## config.mk

```make
export PLATFORM = sky130hd
export DESIGN_NAME = mem_wb_stage
export DESIGN_NICKNAME = d
export VERILOG_FILES = /design/src/rtl/cpu_pkg.sv /design/src/rtl/llsc_link.sv /design/src/rtl/mem_wb_stage.sv
export SDC_FILE = /design/constraint.sdc
export NUM_CORES = 1
export LEC_CHECK = 0
export ABC_AREA = 1
export CAP_MARGIN = 20
export CELL_PAD_IN_SITES_DETAIL_PLACEMENT = 0
export CELL_PAD_IN_SITES_GLOBAL_PLACEMENT = 1
export CORE_MARGIN = 3
export CORE_UTILIZATION = 25
export CTS_BUF_LIST = sky130_fd_sc_hd__clkbuf_8 sky130_fd_sc_hd__clkbuf_16
export CTS_CLUSTER_SIZE = 40
export DETAILED_ROUTE_END_ITERATION = 7
export GPL_ROUTABILITY_DRIVEN = 1
export GPL_TIMING_DRIVEN = 1
export PLACE_DENSITY = 0.85
export SYNTH_ARGS = -nofsm -noshare
export SYNTH_HDL_FRONTEND = slang
export SYNTH_HIERARCHICAL = 1
export SYNTH_SLANG_ARGS = --single-unit
```

## constraint.sdc

```tcl
create_clock -name clk -period 2.12 [get_ports clk]
set_input_delay 0.636 -clock clk [delete_from_list [all_inputs] [get_ports clk]]
set_output_delay 0.636 -clock clk [all_outputs]
set_load 0.01 [all_outputs]
```

## src/rtl/cpu_pkg.sv

```systemverilog
// Shared CPU definitions: link state encoding, byte-enable width and the
// write-back data select encoding used by the MEM/WB stage.
package cpu_pkg;

   typedef enum logic {
      UNLINKED = 1'b0,
      LINKED   = 1'b1
   } link_state_t;

   localparam int BYTE_EN_W = 4;

   typedef enum logic [1:0] {
      WB_ALU = 2'd0,
      WB_MEM = 2'd1,
      WB_SC  = 2'd2
   } wb_sel_t;

   // Memory data outranks the SC flag, which outranks the ALU result.
   function automatic wb_sel_t wb_select(input logic sel_mem, input logic atomic);
      if (sel_mem)
         return WB_MEM;
      else if (atomic)
         return WB_SC;
      return WB_ALU;
   endfunction

endpackage

```

## src/rtl/llsc_link.sv

```systemverilog
// Load-link / store-conditional reservation tracker.
// Build with LINK_SNOOP_EN defined to drop the reservation on a matching plain store.
module llsc_link
   import cpu_pkg::*;
#(
   parameter int BITS = 32
) (
   input  logic            clk,
   input  logic            rst_,
   input  logic            kill,
   input  logic            load_link_,
   input  logic            check_link,
`ifdef LINK_SNOOP_EN
   input  logic            store_,
`endif
   input  logic [BITS-1:0] addr,
   output logic            link_valid,
   output logic [BITS-1:0] link_addr,
   output logic            hit,
   output logic            sc_ok
);

   link_state_t      state_reg, state_next;
   logic [BITS-1:0]  link_addr_reg, link_addr_next;

   assign link_valid = (state_reg == LINKED);
   assign link_addr  = link_addr_reg;
   assign hit        = link_valid && (addr == link_addr_reg);
   assign sc_ok      = hit;

   always_ff @(posedge clk or negedge rst_) begin
      if (!rst_) begin
         state_reg     <= UNLINKED;
         link_addr_reg <= '0;
      end else begin
         state_reg     <= state_next;
         link_addr_reg <= link_addr_next;
      end
   end

   always_comb begin
      state_next     = state_reg;
      link_addr_next = link_addr_reg;
      if (!kill) begin
         if (!load_link_) begin
            link_addr_next = addr;
            state_next     = LINKED;
         end else if (check_link) begin
            state_next = UNLINKED;
         end
`ifdef LINK_SNOOP_EN
         else if (!store_ && hit) begin
            state_next = UNLINKED;
         end
`endif
      end
   end

endmodule

```

## src/rtl/mem_wb_stage.sv

```systemverilog
// MEM stage and MEM/WB pipeline register: data memory port, LL/SC link and
// write-back capture. Optional LINK_SNOOP_EN lets plain stores break a reservation.
module mem_wb_stage
   import cpu_pkg::*;
#(
   parameter int BITS      = 32,
   parameter int REG_WORDS = 32
) (
   input  logic                         clk,
   input  logic                         rst_,
   input  logic                         stall,
   input  logic                         flush,
   input  logic                         sel_mem_s4,
   input  logic                         atomic_s4,
   input  logic                         check_link_s4,
   input  logic                         load_link_s4_,
   input  logic                         mem_rw_s4,
   input  logic                         rw_s4,
   input  logic [$clog2(REG_WORDS)-1:0] waddr_s4,
   input  logic [BITS-1:0]              alu_out_s4,
   input  logic [BITS-1:0]              r2_data_s4,
   input  logic [BYTE_EN_W-1:0]         byte_en_s4,
   input  logic                         halt_s4,
   input  logic [BITS-1:0]              dmem_rdata,
   output logic [BITS-1:0]              dmem_addr,
   output logic [BITS-1:0]              dmem_wdata,
   output logic [BYTE_EN_W-1:0]         dmem_byte_en,
   output logic                         dmem_rw_,
   output logic                         rw_s5,
   output logic [$clog2(REG_WORDS)-1:0] waddr_s5,
   output logic [BITS-1:0]              wdata_s5,
   output logic [BYTE_EN_W-1:0]         byte_en_s5,
   output logic                         halt_s5,
   output logic                         link_valid,
   output logic [BITS-1:0]              link_addr
);

   localparam int AW = $clog2(REG_WORDS);

   logic                 kill;
   logic                 hit;
   logic                 sc_ok;
   logic [BITS-1:0]      wb_data;

   logic                 rw_s5_reg;
   logic [AW-1:0]        waddr_s5_reg;
   logic [BITS-1:0]      wdata_s5_reg;
   logic [BYTE_EN_W-1:0] byte_en_s5_reg;
   logic                 halt_s5_reg;

   assign kill         = stall | flush;
   assign dmem_addr    = alu_out_s4;
   assign dmem_wdata   = r2_data_s4;
   assign dmem_byte_en = byte_en_s4;

   // SC stores only when the reservation still matches; strobe held off during reset.
   assign dmem_rw_ = ~rst_ | kill | (check_link_s4 ? ~hit : mem_rw_s4);

   llsc_link #(
      .BITS(BITS)
   ) u_link (
      .clk        (clk),
      .rst_       (rst_),
      .kill       (kill),
      .load_link_ (load_link_s4_),
      .check_link (check_link_s4),
`ifdef LINK_SNOOP_EN
      .store_     (mem_rw_s4),
`endif
      .addr       (alu_out_s4),
      .link_valid (link_valid),
      .link_addr  (link_addr),
      .hit        (hit),
      .sc_ok      (sc_ok)
   );

   always_comb begin
      wb_data = alu_out_s4;
      case (wb_select(sel_mem_s4, atomic_s4))
         WB_MEM:  wb_data = dmem_rdata;
         WB_SC:   wb_data = {{(BITS-1){1'b0}}, sc_ok};
         default: wb_data = alu_out_s4;
      endcase
   end

   always_ff @(posedge clk or negedge rst_) begin
      if (!rst_) begin
         rw_s5_reg      <= 1'b1;
         waddr_s5_reg   <= '0;
         wdata_s5_reg   <= '0;
         byte_en_s5_reg <= '0;
         halt_s5_reg    <= 1'b0;
      end else begin
         if (flush) begin
            rw_s5_reg      <= 1'b1;
            byte_en_s5_reg <= '0;
         end else if (!stall) begin
            rw_s5_reg      <= rw_s4;
            waddr_s5_reg   <= waddr_s4;
            wdata_s5_reg   <= wb_data;
            byte_en_s5_reg <= byte_en_s4;
         end
         if (halt_s4 && !kill)
            halt_s5_reg <= 1'b1;
      end
   end

   assign rw_s5      = rw_s5_reg;
   assign waddr_s5   = waddr_s5_reg;
   assign wdata_s5   = wdata_s5_reg;
   assign byte_en_s5 = byte_en_s5_reg;
   assign halt_s5    = halt_s5_reg;

endmodule

```

### After elaboration in Yosys (flattened, before gate mapping)

Index checks and enable logic that the tools add are counted.

| cells by class | value |
|---|---|
| eq/ne operators | 5 |
| muxes and demuxes | 13 |
| bitwise gates (word level) | 9 |
| reduce and logical (&&, ||, !) cells | 6 |

Operators with widths:

| kind | count |
|---|---|
| $pmux W32 S2 | 1 |
| $eq A32 B32 Y1 | 1 |
| $mux W4 | 2 |
| $mux W1 | 7 |
| $mux W2 | 3 |
| $not A1 Y1 | 6 |
| $reduce_and A2 Y1 | 3 |
| $or A1 B1 Y1 | 3 |
| $eq A2 B1 Y1 const B | 1 |
| $eq A2 B2 Y1 const B | 1 |
| $logic_and A1 B1 Y1 | 2 |
| $ne A2 B1 Y1 const B | 1 |
| $ne A2 B2 Y1 const B | 1 |
| $logic_not A1 Y1 | 1 |

| storage, ports and cells | value |
|---|---|
| register bits | 76 |
| output and inout bits | 145 |
| word-level logic and storage cells | 40 |

### Depth between registers and ports, before layout

| depth | value |
|---|---|
| word-level depth | 5 |
| mapped depth | 13 |
| gate-level depth less buffers | 12 |

### By module

The synthesis kept the hierarchy.

Modules (own cells, without submodules):

| module | times used | cells an instance | area each (µm²) | seq. area each (µm²) |
|---|---|---|---|---|
| mem_wb_stage | 1 | 362 | 2637.5 | 1077.3 |
| llsc_link | 1 | 256 | 1775.5 | 825.8 |

### Worst setup path after synthesis

No wires, ideal clock.

| path | value |
|---|---|
| kind | in2out |
| from | input port alu_out_s4[29] |
| to | output port dmem_rw_ |
| arrival time | 1.389 ns |
| path slack | 0.095 ns |
| stages on the path | 11 |
| buffers on the path | 0 |
| cell sequence | inv_1 -> nand2_1 -> nand2_1 -> nor2_1 -> nand2_1 -> nor2_1 -> nand3_1 -> nor2_1 -> nand2_1 -> o21ai_0 -> nand3_1 |

| on the way | value |
|---|---|
| word-level cells in the longest chain between the ends | 5 |

Ends and longest elaborated chain:

| item | line | text |
|---|---|---|
| start, declared | mem_wb_stage.sv:20 | `input logic [BITS-1:0] alu_out_s4,` |
| $eq A32 B32 Y1 | llsc_link.sv:28 | `assign hit = link_valid && (addr == link_addr_reg);` |
| $logic_and A1 B1 Y1 | llsc_link.sv:28 |  |
| net hit | mem_wb_stage.sv:41 | `logic hit;` |
| $not A1 Y1 | mem_wb_stage.sv:57 | `assign dmem_rw_ = ~rst_ \| kill \| (check_link_s4 ? ~hit : mem_rw_s4);` |
| $mux W1 | mem_wb_stage.sv:57 |  |
| $or A1 B1 Y1 | mem_wb_stage.sv:57 |  |
| end, declared | mem_wb_stage.sv:28 | `output logic dmem_rw_,` |

The timed path passes the listed nets, and every way through them passes these cells.

### Worst setup path after layout

| path | value |
|---|---|
| from | input port alu_out_s4[20] |
| to | output port dmem_rw_ |

The elaborated chain is that of the path after synthesis.

==> results.yml <==
placed_design:
  place.gp.congestion: 0.8224
  placed_area_um2: 6646
  portBuffers: 196
  dp_hpwl_mm: 11.68
sta:
  period_share_pct: 118.0
  finalHoldViolCount: 0
  rsz0062_at_grt: "true"
  relSlewSlack_pct: 58.39
  setup_viol: 1
  layout_setup_ws_ns: -0.3807
  worst_pin_slew_ns: 0.6242
  period_minus_slack_ns: 2.501
  drv_slew: 0
  max_freq_mhz: 399.9
  skew_ns: 0.005655
  timing.hold.ws_ns: 0.4454
cells_and_area:
  post-route-cell-area_um2: 6924
  area_growth_pct: 56.90
  layout-drive-gt1-share_pct: 18.96
  diodes: 0
  fin_util_pct: 40.88
  finalNetCount: 939
grt:
  grt_pass1_vias: 4382
  grt_pass1_wl_mm: 24.29
  grtUsageTotal_pct: 16.10
  overflow: 0
  antenna_found_initial: 1
  grt_max_degree: 46
job:
  cap_violations: 0
status:
  violations: "negative setup slack"
  status: "complete, but fails checks"
synthesis:
  synth.largest_area_cell: "dfrtp_1"
  ys_seq_area_share_pct: 43.12
  synth.area.top_cells: "dfrtp_1 43%, nand2_1 28%, buf_4 12%, inv_1 3.9%, o21ai_0 3.2%"
  syn_avg_cell_area_um2: 7.141
  ys_top_cells_by_count: "325 x nand2_1, 75 x dfrtp_1, 70 x buf_4, 46 x inv_1, 28 x o21ai_0"
  synth_nets: 734
  synth-seq-cells: 76
  async_flop_share_pct: 100.0
  yosys_warnings: 6
  synth_area_um2: 4413
  synthCells: 618
  synth_top_area_share_pct: 42.53
  synth-edff-count: 0
  synth-main-ff-cell: "dfrtp_1"
  synth_most_common_cell: "nand2_1"
  yosys.cell_types.count: 24
detailed_routing:
  wl_per_cell_um: 14.80
  drt_pass1_iterations: 4
  wl_mm: 15.51
  ant_nets: 0
  vias_per_cell: 4.093
  remaining_drc_errors: 0
  first_iter_violations: 117
  vias: 4289
clock_tree:
  clk_latency_ns: 0.34
  cts_buffer_depth: 2
  hold_buffers: 0
  clk_pin_slew_ns: 0.06
  cts_tree: "built"
  cts_buffers: 9
  cts_root_buf: "clkbuf_16"
  cts_sinks: 76
  htreeDepth: 3
setup_path:
  required_ns: 1.48
  cp-end-kind: "output pin"
  setup.worst_path.class: "in2out"
  path_max_fanout: 2
  crit_arrival_ns: 1.86
  slowest_delay_ns: 0.26
  crit_chain: "dlygate4sd2_1 -> xor2_1 -> nor3_2 -> nand3_1 -> nor2_2 -> nand2_1 -> o21ai_1 -> nand3_1 -> buf_6"
  crit_path_top_delay_cell: "dlygate4sd2_1"
  start_kind: "primary input"
  cpMostUsedCell: "nand3_1"
power_and_ir_drop:
  p_per_area_nw_per_um2: 712.3
  p_leak_nw: 3.623
  max-vdd-ir-drop_v: 0.0003600
floorplan:
  die_height_um: 138.9
  die-area_um2: 19280
  start_util_pct: 26.06
  num_io_pins: 261
  rows: 47
  core_region_area_um2: 16940
  fp.dieW_um: 138.9
hold_path:
  hold_path_class: "in2async"
==> kinds of logic (layout without fill, tap and decap cells) <==
logic type | after synthesis | after routing | synth area share [%]
DFF | 76 | 76 | 43.12
and+or+nand+nor | 360 | 360 | 31.93
xor gates and xnor gates | 9 | 9 | 1.786
buffers and inverters | 138 | 348 | 19.02
AOI/OAI and AO/OA | 35 | 35 | 4.139
==> per-stage QoR <==
step	std cells	power [mW]	worst slack (ns)	setup TNS [ns]
2_1_floorplan	618	2.432	0.09476	0
3_3_place_gp	1024	3.373	-1.197	-17.64
3_5_place_dp	1024	3.386	-1.211	-18.68
4_1_cts	1045	5.014	-0.4197	-0.4197
5_1_grt	1048	5.227	-0.4810	-0.4810
6_report	1048	4.932	-0.3807	-0.3807
==> layout make-up <==
type                       instances  area [µm²]
clock buffer                      11       252.7
clock inverter                     5       51.30
fill                            1777       10010
inverter                          48       180.2
multi-input combinational        404        1703
sequential                        76        1903
tap                              220       275.3
timing repair buffer             284        2559
==> repair_timing <==
action | in CTS | in global routing
setup endpoints to repair | 37 | 3
pin swaps | 31 | 16
resized for setup | 129 | 12
cloned | 0 | 0
buffers inserted | 6 | 3
==> layer usage <==
metal	routed length [µm]	vias to the layer above	global-route usage, %
met5	13	-	0
li1	-	2190	-
met3	1188	29	5.655
met4	321	2	5.510
met1	6698	1926	19.61
met2	7283	142	26.57
==> worst max-delay path: cells and delay by family <==
family / cells / cell delay (ns)
AND/OR/NAND/NOR: 5 / 0.61
XOR/XNOR: 1 / 0.15
buffers and inverters: 2 / 0.40
AO/OA/AOI/OAI: 1 / 0.07
==> placed cells by master (no fill, tap or decap), types with 3 or more instances in the layout <==
| cell type | count |
|---|---|
| clkdlybuf4s15_2 | 4 |
| nor2_1 | 14 |
| o21ai_1 | 6 |
| buf_4 | 83 |
| nand2_2 | 13 |
| xor2_1 | 3 |
| buf_2 | 16 |
| o21ai_0 | 23 |
| clkdlybuf4s50_1 | 137 |
| inv_1 | 43 |
| dfrtp_1 | 75 |
| xnor2_1 | 6 |
| buf_12 | 5 |
| clkbuf_2 | 3 |
| inv_2 | 6 |
| nand2_1 | 322 |
| dlygate4sd2_1 | 33 |
| clkbuf_16 | 9 |
| a21oi_1 | 3 |
| nor2_2 | 3 |
==> where the power goes <==
group / switching (mW) / internal [mW] / total [mW]
clock network: 0.630 / 0.969 / 1.60
registers: 0.130 / 1.65 / 1.78
logic: 0.693 / 0.858 / 1.55
total: 1.45 / 3.48 / 4.93
==> worst paths after layout <==
kind,start,end,slack (ns),cells past startpoint
min in group clk,halt_s5$_DFFE_PN0P_,halt_s5$_DFFE_PN0P_,0.45,1
min reg2reg,halt_s5$_DFFE_PN0P_,halt_s5$_DFFE_PN0P_,0.45,1
min,rst_,u_link/link_addr[14]$_DFFE_PN0P_,0.45,2
max in group asynchronous,rst_,waddr_s5[4]$_DFFE_PN0P_,0.76,3
max,alu_out_s4[20],dmem_rw_,-0.38,9
max reg2reg,u_link/link_addr[30]$_DFFE_PN0P_,wdata_s5[0]$_DFFE_PN0P_,0.14,15
Note: power is estimated with default switching activity, not from simulation.
